--- src/rtl/ds1_pkg.sv ---
// Shared DS1 justification definitions: frame length, default thresholds, FSM states.
// Latency: n/a (constants and types only).
// Backpressure: n/a.
//
// Contents:
//   DS1_FRAME_LEN    - read cycles per 193-bit DS1 frame
//   DS1_AW           - default elastic store address width (depth 2**AW bits)
//   DS1_HI_THR       - default fill at or above which a sub request is raised
//   DS1_LO_THR       - default fill at or below which an add request is raised
//   DS1_HOLDOFF      - default number of frames suppressed after an ack
//   just_state_e     - justification FSM state encoding
package ds1_pkg;

  localparam int DS1_FRAME_LEN = 193;
  localparam int DS1_AW        = 4;
  localparam int DS1_HI_THR    = 12;
  localparam int DS1_LO_THR    = 4;
  localparam int DS1_HOLDOFF   = 4;

  typedef enum logic [1:0] {
    ST_IDLE = 2'd0,
    ST_ADD  = 2'd1,
    ST_SUB  = 2'd2,
    ST_HOLD = 2'd3
  } just_state_e;

endpackage

--- src/rtl/ds1_bit_store.sv ---
// DS1 bit elastic store: circular 2**AW x 1 buffer with occupancy and over/underflow flags.
// Latency: 1 cycle from accepted rd_en to rd_bit/rd_valid.
// Backpressure: none; writes to a full store are dropped (ovf), reads of an empty store return nothing (unf).
//
// Ports:
//   ds1ck, reset      - clock, synchronous active-high reset
//   wr_en, wr_bit     - write strobe and data bit
//   rd_en             - read strobe
//   rd_bit, rd_valid  - registered read data and its qualifier
//   fill              - occupancy 0..2**AW, straight from the pointers
//   ovf, unf          - one-cycle pulses for a dropped write / empty read
module ds1_bit_store
  import ds1_pkg::*;
#(
  parameter int AW = DS1_AW
) (
  input  logic        ds1ck,
  input  logic        reset,
  input  logic        wr_en,
  input  logic        wr_bit,
  input  logic        rd_en,
  output logic        rd_bit,
  output logic        rd_valid,
  output logic [AW:0] fill,
  output logic        ovf,
  output logic        unf
);

  localparam int          DEPTH   = 2 ** AW;
  localparam logic [AW:0] DEPTH_L = (AW + 1)'(DEPTH);

  // Pointers carry one extra wrap bit so full and empty are distinguishable.
  logic [AW:0]      wr_ptr_q, wr_ptr_d;
  logic [AW:0]      rd_ptr_q, rd_ptr_d;
  logic [DEPTH-1:0] mem_q, mem_d;
  logic             rd_bit_q, rd_bit_d;
  logic             rd_valid_q, rd_valid_d;
  logic             ovf_q, ovf_d;
  logic             unf_q, unf_d;

  logic rd_acc;
  logic wr_acc;

  assign fill = wr_ptr_q - rd_ptr_q;

  // An empty store cannot serve a read even if a write lands the same cycle,
  // but a full store can take a write when a read frees a slot that cycle.
  assign rd_acc = rd_en && (fill != '0);
  assign wr_acc = wr_en && ((fill != DEPTH_L) || rd_acc);

  always_comb begin
    wr_ptr_d   = wr_ptr_q;
    rd_ptr_d   = rd_ptr_q;
    mem_d      = mem_q;
    rd_bit_d   = 1'b0;
    rd_valid_d = 1'b0;
    ovf_d      = wr_en && !wr_acc;
    unf_d      = rd_en && !rd_acc;

    if (rd_acc) begin
      // On a full store with a same-cycle write both pointers address the
      // same slot; the old bit is read here before mem_q is overwritten.
      rd_bit_d   = mem_q[rd_ptr_q[AW-1:0]];
      rd_valid_d = 1'b1;
      rd_ptr_d   = rd_ptr_q + 1'b1;
    end

    if (wr_acc) begin
      mem_d[wr_ptr_q[AW-1:0]] = wr_bit;
      wr_ptr_d                = wr_ptr_q + 1'b1;
    end
  end

  always_ff @(posedge ds1ck) begin
    if (reset) begin
      wr_ptr_q   <= '0;
      rd_ptr_q   <= '0;
      mem_q      <= '0;
      rd_bit_q   <= 1'b0;
      rd_valid_q <= 1'b0;
      ovf_q      <= 1'b0;
      unf_q      <= 1'b0;
    end else begin
      wr_ptr_q   <= wr_ptr_d;
      rd_ptr_q   <= rd_ptr_d;
      mem_q      <= mem_d;
      rd_bit_q   <= rd_bit_d;
      rd_valid_q <= rd_valid_d;
      ovf_q      <= ovf_d;
      unf_q      <= unf_d;
    end
  end

  assign rd_bit   = rd_bit_q;
  assign rd_valid = rd_valid_q;
  assign ovf      = ovf_q;
  assign unf      = unf_q;

endmodule

--- src/rtl/ds1_just_ctl.sv ---
// DS1 elastic store plus once-per-frame add/sub justification request generator.
// Latency: read data 1 cycle after rd_en; request 1 cycle after the frame_sync cycle.
// Backpressure: requests are held until just_ack, then suppressed for HOLDOFF frames.
//
// Ports:
//   ds1ck, reset          - clock, synchronous active-high reset
//   wr_en, wr_bit         - line-side write strobe and data bit
//   rd_en                 - mapper read strobe, also advances the frame counter
//   rd_bit, rd_valid      - registered read data and qualifier
//   fill                  - store occupancy 0..2**AW
//   frame_sync            - one-cycle pulse after the frame-wrapping rd_en
//   add_req, sub_req      - justification requests toward the VT1.5 mapper
//   just_ack              - mapper accepted the pending request
//   ovf, unf              - dropped-write / empty-read pulses
module ds1_just_ctl
  import ds1_pkg::*;
#(
  parameter int AW        = DS1_AW,
  parameter int FRAME_LEN = DS1_FRAME_LEN,
  parameter int HI_THR    = DS1_HI_THR,
  parameter int LO_THR    = DS1_LO_THR,
  parameter int HOLDOFF   = DS1_HOLDOFF
) (
  input  logic        ds1ck,
  input  logic        reset,
  input  logic        wr_en,
  input  logic        wr_bit,
  input  logic        rd_en,
  output logic        rd_bit,
  output logic        rd_valid,
  output logic [AW:0] fill,
  output logic        frame_sync,
  output logic        add_req,
  output logic        sub_req,
  input  logic        just_ack,
  output logic        ovf,
  output logic        unf
);

  localparam int FCW = $clog2(FRAME_LEN);
  localparam int HCW = $clog2(HOLDOFF + 1);

  localparam logic [FCW-1:0] FC_LAST   = FCW'(FRAME_LEN - 1);
  localparam logic [HCW-1:0] HOLD_LAST = HCW'(HOLDOFF - 1);
  localparam logic [AW:0]    HI_L      = (AW + 1)'(HI_THR);
  localparam logic [AW:0]    LO_L      = (AW + 1)'(LO_THR);

  just_state_e      state_q, state_d;
  logic [FCW-1:0]   frame_cnt_q, frame_cnt_d;
  logic [HCW-1:0]   hold_cnt_q, hold_cnt_d;
  logic             frame_sync_q, frame_sync_d;

  ds1_bit_store #(
    .AW (AW)
  ) u_store (
    .ds1ck    (ds1ck),
    .reset    (reset),
    .wr_en    (wr_en),
    .wr_bit   (wr_bit),
    .rd_en    (rd_en),
    .rd_bit   (rd_bit),
    .rd_valid (rd_valid),
    .fill     (fill),
    .ovf      (ovf),
    .unf      (unf)
  );

  // Frame counter follows every rd_en, underflow reads included, so the
  // frame boundary stays locked to the mapper's read timing.
  always_comb begin
    frame_cnt_d  = frame_cnt_q;
    frame_sync_d = 1'b0;
    if (rd_en) begin
      if (frame_cnt_q == FC_LAST) begin
        frame_cnt_d  = '0;
        frame_sync_d = 1'b1;
      end else begin
        frame_cnt_d = frame_cnt_q + 1'b1;
      end
    end
  end

  // The IDLE decision looks at fill during the frame_sync cycle itself.
  always_comb begin
    state_d    = state_q;
    hold_cnt_d = hold_cnt_q;
    unique case (state_q)
      ST_IDLE: begin
        if (frame_sync_q) begin
          if (fill >= HI_L) begin
            state_d = ST_SUB;
          end else if (fill <= LO_L) begin
            state_d = ST_ADD;
          end
        end
      end
      ST_ADD, ST_SUB: begin
        if (just_ack) begin
          state_d    = ST_HOLD;
          hold_cnt_d = '0;
        end
      end
      ST_HOLD: begin
        if (frame_sync_q) begin
          if (hold_cnt_q == HOLD_LAST) begin
            state_d    = ST_IDLE;
            hold_cnt_d = '0;
          end else begin
            hold_cnt_d = hold_cnt_q + 1'b1;
          end
        end
      end
      default: begin
        state_d    = ST_IDLE;
        hold_cnt_d = '0;
      end
    endcase
  end

  always_ff @(posedge ds1ck) begin
    if (reset) begin
      state_q      <= ST_IDLE;
      frame_cnt_q  <= '0;
      hold_cnt_q   <= '0;
      frame_sync_q <= 1'b0;
    end else begin
      state_q      <= state_d;
      frame_cnt_q  <= frame_cnt_d;
      hold_cnt_q   <= hold_cnt_d;
      frame_sync_q <= frame_sync_d;
    end
  end

  // Requests decode straight from the state register, so they are mutually
  // exclusive by construction and drop on the same edge that takes the ack.
  assign add_req    = (state_q == ST_ADD);
  assign sub_req    = (state_q == ST_SUB);
  assign frame_sync = frame_sync_q;

endmodule
--- config.mk ---
export PLATFORM = sky130hd
export DESIGN_NAME = ds1_just_ctl
export DESIGN_NICKNAME = d
export VERILOG_FILES = /design/src/rtl/ds1_pkg.sv /design/src/rtl/ds1_bit_store.sv /design/src/rtl/ds1_just_ctl.sv
export SDC_FILE = /design/constraint.sdc
export NUM_CORES = 1
export LEC_CHECK = 0
export BUFFER_PORTS_ARGS = -buffer_cell sky130_fd_sc_hd__buf_2
export CAP_MARGIN = 15
export CORE_ASPECT_RATIO = 1.4
export CORE_MARGIN = 2
export CORE_UTILIZATION = 45
export DETAILED_ROUTE_END_ITERATION = 6
export GPL_ROUTABILITY_DRIVEN = 0
export GPL_TIMING_DRIVEN = 0
export PLACE_DENSITY_LB_ADDON = 0.08
export SLEW_MARGIN = 20
export SYNTH_ARGS = -nofsm -noshare
export SYNTH_HDL_FRONTEND = slang
export SYNTH_SLANG_ARGS = --single-unit
--- constraint.sdc ---
create_clock -name ds1ck -period 3 [get_ports ds1ck]
set_input_delay 0.6 -clock ds1ck [delete_from_list [all_inputs] [get_ports ds1ck]]
set_output_delay 0.6 -clock ds1ck [all_outputs]
set_load 0.02 [all_outputs]
==> results_dict.tcl <==
set metrics [dict create \
    worstMarginPinSlew_ns 0.618 \
    synthesis.nets 282 \
    drv_cap 0 \
    yosys_warnings 0 \
    cts_resized 1 \
    dr.pass1.iters 4 \
    fp-row-count 31 \
    synth.cell_area_mm2 0.00237 \
    area_growth_pct 11.4 \
    vias_per_cell 5.22 \
    pwr-share-seq_pct 35.1 \
    synth-seq-cells 44 \
    power.switching_w 0.000690 \
    cts_max_level 2 \
    numCtsBuffers 5 \
    clk_pin_slew_worst_paths_ns 0.08 \
    dpl_cell_area_mm2 0.00254 \
    worstPathArrival_ns 2.21 \
    initial_core_util_pct 46.4 \
    synth_seq_area_share_pct 37.1 \
    clockBufferDepth 2 \
    dpl.hpwl_um 3840 \
    ctsHoldBuffers 0 \
    p_leak_nw 1.17 \
    hold_class "reg2reg" \
    power.clock.fraction_pct 24.4 \
    route.detailed.drc 0 \
    overflow 0 \
    maxSlewViolCount 0 \
    crit_type "reg2out" \
    crit_path_end_kind "output pin" \
    ant_nets 0 \
    post-place-cells 340 \
    stdcell_area_mm2 0.00265 \
    period_minus_slack_ns 2.81 \
    status "finished clean" \
    cts_tree "built" \
    dieHeight_um 89.9 \
    max_freq_mhz 355 \
    fp.dieW_um 65.4 \
    coreArea_mm2 0.00512 \
    grt_usage_pct 19.3 \
    postSynthCellCount 258 \
    die_area_mm2 0.00588 \
    synth.avg_cell_area_um2 9.20 \
    ys_types 38 \
    cts_setup_buffers 0 \
    io_pins 18 \
    hold_viol_final 0 \
    clock_latency_ns 0.30 \
    crit_fanout 6 \
    p_per_area_mw_per_mm2 695 \
    p_int_w 0.00115 \
    drive_gt1_share_pct 12.8 \
    setup_viol 0 \
    finalCritPeriodShare_pct 93.8 \
    drt-total-wl_um 5030 \
    nFillCells 517 \
    cp.required_ns 2.40 \
    clk_root_buffer_cell "clkbuf_8" \
    startpoint_type "flip-flop" \
    fin_nets 305 \
    grt_pass1_vias 1864 \
    swShare_pct 37.5 \
    cts_sinks 44 \
    antenna_found_initial 0 \
    num_vias 1815 \
    finClkSkew_ns 0.00621 \
    grt_pass1_wl_um 8760 \
    routedWlPerCell_um 14.5 \
    setup_tns_ns 0 \
    portBuffers 16 \
    max-vdd-ir-drop_v 0.000207 \
    antennaDiodeCount 0 \
    rsz0062_at_grt "false" \
    power_frac_comb_pct 40.5 \
    first_iter_violations 53 \
    final_cells 348 \
    grt_start_max_net_pins 14 \
    slew_headroom_pct 58.5 \
]
-- flip-flops by register name (all words and copies together), names as in the netlist --
name / flops
frame_cnt_q: 8
frame_sync: 1
hold_cnt_q: 3
state_q: 2
u_store.mem_q: 16
u_store.ovf: 1
u_store.rd_bit: 1
u_store.rd_ptr_q: 5
u_store.rd_valid: 1
u_store.unf: 1
u_store.wr_ptr_q: 5
-- critical path, stage by stage, from the launching register on --
cell and delay, ns:
dfxtp_1 0.37, inv_1 0.13, ha_1 0.18, inv_1 0.05
fa_1 0.39, nand3_1 0.11, a21oi_1 0.08, or2_1 0.24
buf_6 0.14, inv_4 0.06, buf_2 0.16
-- final timing paths --
check,cells after the start,endpoint,slack [ns],start
hold / removal,2,u_store.mem_q[14]$_SDFFE_PP0P_,0.46,u_store.mem_q[14]$_SDFFE_PP0P_
setup / recovery,10,fill[4],0.19,u_store.wr_ptr_q[0]$_SDFFE_PP0P_
setup reg to reg,11,u_store.mem_q[9]$_SDFFE_PP0P_,0.29,u_store.wr_ptr_q[0]$_SDFFE_PP0P_
hold reg to reg,2,u_store.mem_q[14]$_SDFFE_PP0P_,0.46,u_store.mem_q[14]$_SDFFE_PP0P_
-- logic make-up (layout without fill, tap and decap cells) --
| group | Yosys count | after routing | synth area share, % |
|---|---|---|---|
| xor+xnor | 17 | 17 | 6.27 |
| fa+ha+maj | 18 | 18 | 9.80 |
| simple gates | 96 | 96 | 19.2 |
| mux | 25 | 25 | 13.2 |
| compound gates | 29 | 29 | 9.07 |
| flops | 44 | 44 | 37.1 |
| buf+inv | 29 | 53 | 5.32 |
-- final cells by class --
type	count	area (um^2)	share of cell area [%]
clock buffers	6	72.6	2.74
well taps	66	82.6	3.12
flip-flops and latches	44	881	33.3
plain buffers	12	61.3	2.32
clock inverters	2	35.0	1.32
inverters	17	66.3	2.51
repair buffers	16	80.1	3.03
multi-input cells	185	1370	51.7
-- synthesized netlist by cell type, drive strengths merged --
cell | number | share of area, %
o211ai | 1 | 0.32
or3 | 1 | 0.47
o2bb2ai | 1 | 0.37
a21oi | 13 | 3.2
xnor2 | 10 | 3.7
a221oi | 1 | 0.37
nor4bb | 1 | 0.42
mux2i | 20 | 8.4
a21o | 1 | 0.32
or2 | 1 | 0.26
nand2b | 1 | 0.26
ha | 17 | 9.0
and2 | 2 | 0.53
fa | 1 | 0.84
dfxtp | 44 | 37
nor2b | 2 | 0.53
and3 | 3 | 0.79
a21boi | 1 | 0.79
o211a | 1 | 0.42
nand3 | 12 | 2.5
nand2 | 27 | 4.3
xor2 | 7 | 2.6
nor2 | 31 | 4.9
nand4 | 10 | 2.6
nand3b | 1 | 0.32
and4 | 2 | 0.74
o21ai | 6 | 1.3
mux4 | 5 | 4.7
a211o | 2 | 0.74
inv | 17 | 2.8
o41ai | 1 | 0.37
and3b | 1 | 0.37
nor3 | 1 | 0.21
buf | 2 | 0.95
o31ai | 1 | 0.90
clkbuf | 10 | 1.6
-- layout by cell type (no fill, tap or decap), types with 2 or more instances in the layout --
cell type,count
dfxtp_1,44
nor2_1,31
nand2_1,27
mux2i_1,20
ha_1,17
inv_1,16
buf_2,16
a21oi_1,12
nand3_1,12
clkbuf_1,10
xnor2_1,10
nand4_1,10
xor2_1,7
o21ai_0,6
mux4_2,5
clkbuf_8,5
and3_1,3
and2_1,2
buf_6,2
a211o_1,2
nor2b_1,2
and4_1,2
-- metrics by stage --
stage	total power (W)	hold WS [ns]	setup WS [ns]	util, %
detailed placement	0.00141	0.452	0.110	49.5
finish	0.00184	0.460	0.186	51.7
floorplan	0.00123	0.435	0.390	-
global placement	0.00141	0.446	0.102	49.5
global route	0.00196	0.493	0.0262	51.7
CTS	0.00186	0.463	0.164	51.7
-- power groups by stage --
| stage | Clock [W] | Combinational [W] | Sequential (W) |
|---|---|---|---|
| after detailed placement | 0 | 0.000751 | 0.000660 |
| after floorplan | 0 | 0.000570 | 0.000663 |
| after global placement | 0 | 0.000755 | 0.000659 |
| final | 0.000449 | 0.000744 | 0.000645 |
| after global routing | 0.000490 | 0.000823 | 0.000651 |
| after CTS | 0.000463 | 0.000755 | 0.000646 |
-- metal layers --
metal / global-route usage (%) / wire [um] / vias up
met5: 0 / 0 / -
met4: 7.29 / 106 / 0
met3: 3.00 / 101 / 8
met2: 34.4 / 2630 / 20
met1: 22.6 / 2200 / 853
li1: - / - / 934
(Power assumes the default switching activity.)
